<file path="src/rtl/bsg_cordic_pkg.sv">
//------------------------------------------------------------------------------
// Module : bsg_cordic_pkg
// Desc   : Shared constants and payload type for the sinh/cosh CORDIC stages.
// Rev    : 1.0  initial release
//------------------------------------------------------------------------------
`default_nettype none

package bsg_cordic_pkg;

    localparam int c_ANS_WIDTH = 24;
    localparam int c_ANS_FRAC  = 20;
    localparam int c_ANG_WIDTH = 24;
    localparam int c_SAT_CNT_W = 16;

    // 1/K_h for the classic positive-index iteration set (~1.2075 in Q4.20);
    // pipelines with negative-index stages override the seed at the top level.
    localparam logic [c_ANS_WIDTH-1:0] c_GAIN_INV_H_STD = 24'h1351E8;
    localparam logic [c_ANG_WIDTH-1:0] c_ANG_MAX        = 24'h500000;

    typedef struct packed {
        logic [c_ANS_WIDTH-1:0] x;
        logic [c_ANS_WIDTH-1:0] y;
        logic [c_ANG_WIDTH-1:0] ang;
        logic                   sat;
    } cordic_payload_t;

endpackage

`default_nettype wire

</file>
<file path="src/rtl/bsg_cordic_skid_buffer.sv">
//------------------------------------------------------------------------------
// Module : bsg_cordic_skid_buffer
// Desc   : 2-entry valid/ready buffer; head and ready both come straight from flops.
// Rev    : 1.0  initial release
//------------------------------------------------------------------------------
`default_nettype none

module bsg_cordic_skid_buffer
    import bsg_cordic_pkg::*;
#(
    parameter int width_p = 8
) (
    input  logic               clk_i,
    input  logic               reset_n_i,
    input  logic               v_i,
    input  logic [width_p-1:0] data_i,
    output logic               ready_o,
    output logic               v_o,
    output logic [width_p-1:0] data_o,
    input  logic               ready_i
);

    logic [1:0]         cnt_q, cnt_d;
    logic [width_p-1:0] head_q, head_d;
    logic [width_p-1:0] tail_q, tail_d;
    logic               v_q, v_d;
    logic               ready_q, ready_d;
    logic               accept, xfer;

    assign accept = v_i & ready_q;
    assign xfer   = v_q & ready_i;

    always_comb begin
        cnt_d  = cnt_q;
        head_d = head_q;
        tail_d = tail_q;
        unique case ({accept, xfer})
            2'b10: begin
                if (cnt_q == 2'd0) begin
                    head_d = data_i;
                    cnt_d  = 2'd1;
                end else begin
                    tail_d = data_i;
                    cnt_d  = 2'd2;
                end
            end
            2'b01: begin
                if (cnt_q == 2'd2) begin
                    head_d = tail_q;
                    cnt_d  = 2'd1;
                end else begin
                    cnt_d  = 2'd0;
                end
            end
            // Both at once is only possible with exactly one entry held.
            2'b11: head_d = data_i;
            default: ;
        endcase
        v_d     = (cnt_d != 2'd0);
        ready_d = (cnt_d != 2'd2);
    end

    always_ff @(posedge clk_i or negedge reset_n_i) begin
        if (!reset_n_i) begin
            cnt_q   <= 2'd0;
            head_q  <= '0;
            tail_q  <= '0;
            v_q     <= 1'b0;
            ready_q <= 1'b1;
        end else begin
            cnt_q   <= cnt_d;
            head_q  <= head_d;
            tail_q  <= tail_d;
            v_q     <= v_d;
            ready_q <= ready_d;
        end
    end

    assign ready_o = ready_q;
    assign v_o     = v_q;
    assign data_o  = head_q;

endmodule

`default_nettype wire

</file>
<file path="src/rtl/bsg_cordic_sinh_cosh_input_stage.sv">
//------------------------------------------------------------------------------
// Module : bsg_cordic_sinh_cosh_input_stage
// Desc   : Clamps input angles, seeds x/y and buffers the triple for the CORDIC core.
// Rev    : 1.0  initial release
//------------------------------------------------------------------------------
`default_nettype none

module bsg_cordic_sinh_cosh_input_stage
    import bsg_cordic_pkg::*;
#(
    parameter int                     ans_width_p     = c_ANS_WIDTH,
    parameter int                     ans_frac_p      = c_ANS_FRAC,
    parameter int                     ang_width_p     = c_ANG_WIDTH,
    parameter logic [ans_width_p-1:0] gain_inv_p      = ans_width_p'(1) << ans_frac_p,
    parameter logic [ang_width_p-1:0] ang_max_p       = c_ANG_MAX,
    parameter int                     sat_cnt_width_p = c_SAT_CNT_W
) (
    input  logic                       clk_i,
    input  logic                       reset_n_i,
    input  logic                       v_i,
    input  logic [ang_width_p-1:0]     ang_i,
    output logic                       ready_o,
    output logic                       v_o,
    output logic [ans_width_p-1:0]     x_o,
    output logic [ans_width_p-1:0]     y_o,
    output logic [ang_width_p-1:0]     ang_o,
    output logic                       sat_o,
    input  logic                       ready_i,
    output logic [sat_cnt_width_p-1:0] sat_cnt_o,
    input  logic                       clr_cnt_i
);

    localparam int c_PAYLOAD_W = 2 * ans_width_p + ang_width_p + 1;

    logic signed [ang_width_p-1:0] ang_s, max_s, min_s;
    logic [ang_width_p-1:0]        ang_clamped;
    logic                          sat;
    logic                          accept;
    logic [c_PAYLOAD_W-1:0]        payload_in, payload_out;
    logic [sat_cnt_width_p-1:0]    sat_cnt_q, sat_cnt_d;

    assign ang_s = $signed(ang_i);
    assign max_s = $signed(ang_max_p);
    assign min_s = -max_s;

    // Exactly +/-ang_max_p passes through unclamped.
    always_comb begin
        ang_clamped = ang_i;
        sat         = 1'b0;
        if (ang_s > max_s) begin
            ang_clamped = max_s;
            sat         = 1'b1;
        end else if (ang_s < min_s) begin
            ang_clamped = min_s;
            sat         = 1'b1;
        end
    end

    assign payload_in = {gain_inv_p, {ans_width_p{1'b0}}, ang_clamped, sat};
    assign accept     = v_i & ready_o;

    bsg_cordic_skid_buffer #(
        .width_p (c_PAYLOAD_W)
    ) u_skid (
        .clk_i     (clk_i),
        .reset_n_i (reset_n_i),
        .v_i       (v_i),
        .data_i    (payload_in),
        .ready_o   (ready_o),
        .v_o       (v_o),
        .data_o    (payload_out),
        .ready_i   (ready_i)
    );

    assign {x_o, y_o, ang_o, sat_o} = payload_out;

    // Clear wins over a same-cycle increment; the count sticks at all-ones.
    always_comb begin
        sat_cnt_d = sat_cnt_q;
        if (clr_cnt_i) begin
            sat_cnt_d = '0;
        end else if (accept && sat && (sat_cnt_q != {sat_cnt_width_p{1'b1}})) begin
            sat_cnt_d = sat_cnt_q + 1'b1;
        end
    end

    always_ff @(posedge clk_i or negedge reset_n_i) begin
        if (!reset_n_i) begin
            sat_cnt_q <= '0;
        end else begin
            sat_cnt_q <= sat_cnt_d;
        end
    end

    assign sat_cnt_o = sat_cnt_q;

endmodule

`default_nettype wire

</file>
<file path="config.mk">
export PLATFORM = sky130hd
export DESIGN_NAME = bsg_cordic_sinh_cosh_input_stage
export DESIGN_NICKNAME = d
export VERILOG_FILES = /design/src/rtl/bsg_cordic_pkg.sv /design/src/rtl/bsg_cordic_skid_buffer.sv /design/src/rtl/bsg_cordic_sinh_cosh_input_stage.sv
export SDC_FILE = /design/constraint.sdc
export NUM_CORES = 1
export LEC_CHECK = 0
export CORE_MARGIN = 2
export CORE_UTILIZATION = 46
export CTS_BUF_LIST = sky130_fd_sc_hd__clkbuf_8
export DETAILED_ROUTE_END_ITERATION = 8
export PLACE_DENSITY = 0.7
export SYNTH_ARGS = -nofsm -noshare
export SYNTH_HDL_FRONTEND = slang
export SYNTH_HIERARCHICAL = 1
export SYNTH_SLANG_ARGS = --single-unit
</file>
<file path="constraint.sdc">
create_clock -name clk_i -period 2.7 [get_ports clk_i]
set_input_delay 0.54 -clock clk_i [delete_from_list [all_inputs] [get_ports clk_i]]
set_output_delay 0.54 -clock clk_i [all_outputs]
set_load 0.01 [all_outputs]
</file>
======== Word level (Yosys, flattened, before mapping) ========
Cells that the tools add are included.
word-level totals
  word-level logic and storage cells ...... 40
  register bits ........................... 119
  output and inout port bits .............. 91
  bits of input ports ..................... 29
operators by class
  bitwise gates (word level) .............. 3
  reductions and logical operators ........ 8
  add/sub/neg operators ................... 1
  eq/ne operators ......................... 8
  mux-type cells .......................... 12
  order comparisons ....................... 2
operators by type and width
  operator                                               count
  one-hot mux 73 bit (3 select lines)                    1
  two-way mux 73 bit                                     2
  two-way mux 24 bit                                     2
  two-way mux 16 bit                                     2
  greater-than comparator 24 bit, second input constant  1
  less-than comparator 24 bit, second input constant     1
  adder 16 x 1 -> 16 bit, second input constant          1
  inequality test 16 bit, second input constant          1
  equality test 2 bit, second input constant             3
  inequality test 2 x 1 -> 1 bit, second input constant  2
  one-hot mux 2 bit (2 select lines)                     1
  nonzero test 2 bit                                     2
  two-way mux 1 bit                                      3
  AND reduction 3 bit                                    1
  nonzero test 3 bit                                     1
  bitwise AND 1 bit                                      2
  equality test 2 x 1 -> 1 bit, second input constant    1
  logical AND 1 bit                                      2
  zero test 2 bit                                        1
  two-way mux 2 bit                                      1
  inequality test 2 bit, second input constant           1
  AND reduction 2 bit                                    1
  inverter 1 bit                                         1

======== Depth between registers and ports, before layout ========
  word-level depth ........................ 7
  mapped depth ............................ 11
  depth with buffers taken out ............ 9

======== By module ========
The synthesis kept the hierarchy.
modules (own cells, without submodules)
  module                            instances  area an instance (um^2)  cells an instance  sequential area each (um^2)
  bsg_cordic_skid_buffer            1          6772.7                   412                3754.9
  bsg_cordic_sinh_cosh_input_stage  1          1278.7                   156                400.4

======== Worst setup path after synthesis ========
No wires, ideal clock.
  path type ............................... input-to-reg
  start ................................... input ang_i[20]
  end ..................................... register u_skid.head_q[12], in the netlist u_skid/data_o[12]
  cell stages on the path ................. 11
  setup time .............................. 125 ps
  setup slack ............................. 416 ps
  path buffers ............................ 2
  required time ........................... 2575 ps
  arrival ................................. 2159 ps
  cell sequence ........................... a21o_1 -> nand2_1 -> ha_1 -> inv_1 -> o21ai_1 -> o31ai_2 -> buf_4 -> buf_2 -> and2_1 -> mux2_2 -> mux2_4
between the ends
  word-level cells in the longest chain between the ends .. 5
  elaborated cells between the ends (all ways) .. 6
  classes of those cells .................. order compare: 2; mux: 4
ends and longest elaborated chain
  item                                     RTL line                                source
  start, declared                          bsg_cordic_sinh_cosh_input_stage.sv:21  input logic [ang_width_p-1:0] ang_i,
  less-than comparator 24 bit              bsg_cordic_sinh_cosh_input_stage.sv:53  end else if (ang_s < min_s) begin
  two-way mux 24 bit                       bsg_cordic_sinh_cosh_input_stage.sv:53
  two-way mux 24 bit (*)                   bsg_cordic_sinh_cosh_input_stage.sv:50  if (ang_s > max_s) begin
  via ang_clamped[11]                      bsg_cordic_sinh_cosh_input_stage.sv:36  logic [ang_width_p-1:0] ang_clamped;
  two-way mux 73 bit                       bsg_cordic_skid_buffer.sv:39            if (cnt_q == 2'd0) begin
  one-hot mux 73 bit (3 select lines) (*)  bsg_cordic_skid_buffer.sv:37            unique case ({accept, xfer})
  end signal, assigned                     bsg_cordic_skid_buffer.sv:66            head_q <= '0;
  end signal, assigned                     bsg_cordic_skid_buffer.sv:72            head_q <= head_d;
  end, declared                            bsg_cordic_skid_buffer.sv:24            logic [width_p-1:0] head_q, head_d;
Mark *: on every way through the listed nets, which the timed path passes. The rest lies on a longest branch. The select of a mux whose other input is x is not followed.
A chain may end at the register's enable or synchronous reset.

======== Final worst setup path ========
  start ................................... input ang_i[21]
  end ..................................... register u_skid.head_q[6], in the netlist u_skid/data_o[6]
Same word-level chain as after synthesis.

==> reports/qor.log <==
qor: final_layout.final_design_area_no_fill 10,400 um^2
qor: pwr.leakage 4.68 nW
qor: logic_synthesis.yosys.cell_types.count 42
qor: pwr.sw_frac_of_total 30.0%
qor: logic_synthesis.syn_area_per_cell 14.2 um^2
qor: global_routing.antenna_violations_before_repair 0
qor: critical_path.r2r_start u_skid/ready_o
qor: critical_path.crit_path_end_kind flip-flop
qor: die.floorplan_core_area 17,200 um^2
qor: sta.period_utilization_post_route 88.3%
qor: die.pin_count 120
qor: pwr.p_int 0.00748 W
qor: final_layout.register_area 4160 um^2
qor: final_layout.share_of_cells_above_drive_strength_1 34.3%
qor: placed_design.place.detailed.instances 994
qor: final_layout.area_growth 29.0%
qor: clock_tree.path_clk_slew 0.09 ns
qor: logic_synthesis.synth-edff-count 0
qor: critical_path.timing.critical_path.required 3.04 ns
qor: clock_tree.clk_root_buffer_cell clkbuf_8
qor: clock_tree.postCtsSetupBuffers 0
qor: global_routing.number_of_global_route_vias_before_repair 5,393
qor: job.maxCapViolCount 0
qor: pwr.power.switching 0.00321 W
qor: global_routing.grt.overflow.total 0
qor: pwr.pwr-share-clk 17.6%
qor: drt.via_count 5,024
qor: global_routing.globalRouteTotalUtil 18.6%
qor: die.initial_core_util 46.9%
qor: global_routing.grt_start_max_net_pins 75
qor: global_routing.global_route_wire_length_before_repair 27,200 um
qor: drt.viasPerCell 4.89
qor: pwr.seqPwrFrac 40.1%
qor: logic_synthesis.synthArstFlopShare 100%
qor: clock_tree.ctsLongestPathBuffers 2
qor: drt.finalWirelength 16,200 um
qor: placed_design.gp_congestion 0.829
qor: logic_synthesis.ys_warn_count 6
qor: final_layout.area_of_the_multi_input_gates 4050 um^2
qor: final_layout.utilization 60.5%
qor: final_layout.final.fill_count 1,403
qor: clock_tree.cts_sinks 166
qor: worst_hold_path.hold_path.startpoint u_skid/data_o[50]
qor: critical_path.cp_slowest_stage_delay 0.49 ns
qor: die.dieArea 18,600 um^2
qor: clock_tree.cts_resized 0
qor: drt.drt_iter0_drc 197
qor: clock_tree.cts_max_level 4
qor: final_layout.instances_no_fill 1,027
qor: clock_tree.tritoncts_clock_tree yes
qor: critical_path.critPathLaunchType input pin
qor: critical_path.timing.reg2reg.setup_slack 0.53 ns
qor: placed_design.port_buffer_cells 119
qor: pwr.p_comb_share 42.3%
qor: sta.fmax 419 MHz
qor: critical_path.arrival_time_of_data_at_the_critical_path_endpoint 2.72 ns
qor: logic_synthesis.synth_top_flop_cell dfrtp_1
qor: critical_path.critical-path-slowest-cell clkdlybuf4s50_1
qor: critical_path.crit_path_max_fanout 25
qor: sta.setup_tns 0 ns
qor: drt.drt_drc_violations_left 0
qor: sta.timing.final.max_slew_violations 0
qor: drt.detail_route.first_pass.iterations 4
qor: logic_synthesis.synth_sequential_area_ratio 51.6%
qor: sta.rsz0062_at_grt false
qor: pwr.max-vdd-ir-drop 0.000522 V
qor: die.fp.dieW 136 um
qor: sta.post-route-min-period 2.39 ns
qor: final_layout.num_antenna_cells 0
qor: placed_design.placedInstanceArea 9950 um^2
qor: clock_tree.cts_buffers 17
qor: drt.route.antenna.remaining_nets 0
qor: critical_path.worstPathBufferInverterCount 3
qor: die.die_height 136 um
qor: drt.post_detailed_route_wirelength_per_cell 15.8 um
qor: final_layout.num-nets-final 822
qor: logic_synthesis.yosys_reg_bits 166
qor: clock_tree.insertion_delay 0.45 ns
qor: pwr.power_per_cell_area 1030 nW/um^2
qor: sta.final_hold_viol_count 0
qor: logic_synthesis.synth.cell_area 8050 um^2
qor: placed_design.hpwlAfterDp 10,800 um
qor: worst_hold_path.hold_path.class reg -> reg
qor: logic_synthesis.syn_inst 568
qor: critical_path.worst_path_dominant_cell_family buffers and inverters
qor: critical_path.setup.worst_path.class in -> reg
qor: critical_path.cp_cell_sequence clkdlybuf4s50_1 > a21o_1 > nand2_1 > ha_1 > inv_1 > o21ai_1 > o31ai_4 > buf_12 > and2_1 > mux2_2 > mux2_4
qor: clock_tree.postCtsHoldBufs 1
qor: outcome.result_of_the_run finished clean
qor: die.placementRows 48
qor: critical_path.crit_path_start ang_i[21]
qor: sta.final-setup-viol-count 0
qor: sta.clock-skew-final 0.0117 ns
## layout by cell type, fill, tap and decap left out, types with 9 or more instances in the layout
cell type and count:
mux2_1 11, mux2_4 70, a21oi_1 10, clkdlybuf4s50_1 118
dfrtp_1 165, clkbuf_8 18, nand2_1 13, and2_1 22
nor2_1 16, or4_1 9, conb_1 96, mux2_2 144
buf_4 12
## worst register-to-register path, cell delays in order (launching register included)
cell and delay [ns]:
dfstp_2 0.59, nand2_1 0.12, inv_1 0.08, ha_1 0.22, and4bb_1 0.24, a41o_4 0.26
buf_12 0.21, mux2_4 0.36
## sequential cells by signal, indices dropped and copies added, names as in the netlist
name and count:
u_skid/tail_q 73, u_skid/cnt_q 2, u_skid/ready_o 1, sat_cnt_o 16, u_skid/v_o 1, u_skid/data_o 73
## area by class of cell
type                    count  area share (%)
well taps                 225            2.71
repair buffers            140            14.0
clock inverters            14            1.67
clock buffers              18            2.39
multi-input cells         457            39.0
inverters                   7           0.253
flip-flops and latches    166            40.0
## path summary, 6_finish.rpt
path / endpoint / cells past startpoint
max: u_skid/data_o[6] / 11
min: u_skid/data_o[50] / 1
max reg2reg: u_skid/data_o[61] / 7
min reg2reg: u_skid/data_o[50] / 1
max in group asynchronous: u_skid/tail_q[22] / 3
min in group asynchronous: sat_cnt_o[9] / 2
## cells by family (layout without fill, tap and decap cells)
group,Yosys count,in the layout,share of synthesized area [%]
AOI/OAI and AO/OA,28,28,2.33
adders and majority gates,4,4,0.622
buffers and inverters,39,179,3.06
DFF,166,166,51.6
muxes,226,226,34.9
other,2,96,0.0933
and+or+nand+nor,103,103,7.43
## per-stage QoR
stage | setup WS (ns) | hold WS (ns) | power [W]
final | 0.315 | 0.504 | 0.0107
after detailed placement | -0.141 | 0.468 | 0.00890
after CTS | 0.357 | 0.508 | 0.0108
after global placement | -0.0883 | 0.462 | 0.00871
after floorplan | 0.416 | 0.244 | 0.00707
after global routing | 0.224 | 0.524 | 0.0113
## power groups by stage
stage	clock network, W	registers [W]	logic (W)
5_1_grt	0.00207	0.00443	0.00484
2_1_floorplan	0	0.00439	0.00268
6_report	0.00189	0.00428	0.00452
3_3_place_gp	0	0.00425	0.00445
3_5_place_dp	0	0.00433	0.00457
4_1_cts	0.00195	0.00430	0.00458
## cells in the mapped netlist (2+ instances only)
library cell	instances	share of area (%)
dfrtp_1	165	51
mux2_2	144	20
mux2_4	70	13
and2_1	22	1.7
buf_2	16	0.99
nor2_1	16	0.75
nand2_1	13	0.61
mux2_1	11	1.5
a21oi_1	10	0.62
buf_6	9	1.3
or4_1	9	0.84
nand3_1	8	0.50
inv_1	7	0.33
o31ai_1	7	0.65
nand4_1	6	0.47
nand2b_1	5	0.39
nor2b_1	5	0.39
nor4_1	5	0.39
ha_1	4	0.62
and3_1	3	0.23
and4_1	3	0.33
buf_4	3	0.28
clkbuf_1	3	0.14
o21ai_1	3	0.19
a21o_1	2	0.19
conb_1	2	0.093
nor3_1	2	0.12
## metal layers
metal  GRT usage [%]  vias up  share of wire (%)
met2            30.1      103                 48
met4            5.56        0                1.1
met1            25.4     2514                 47
met3            3.77       15                3.9
met5               0        -                  0
li1                -     2392                  -
Note: power is estimated with default switching activity, not from simulation.
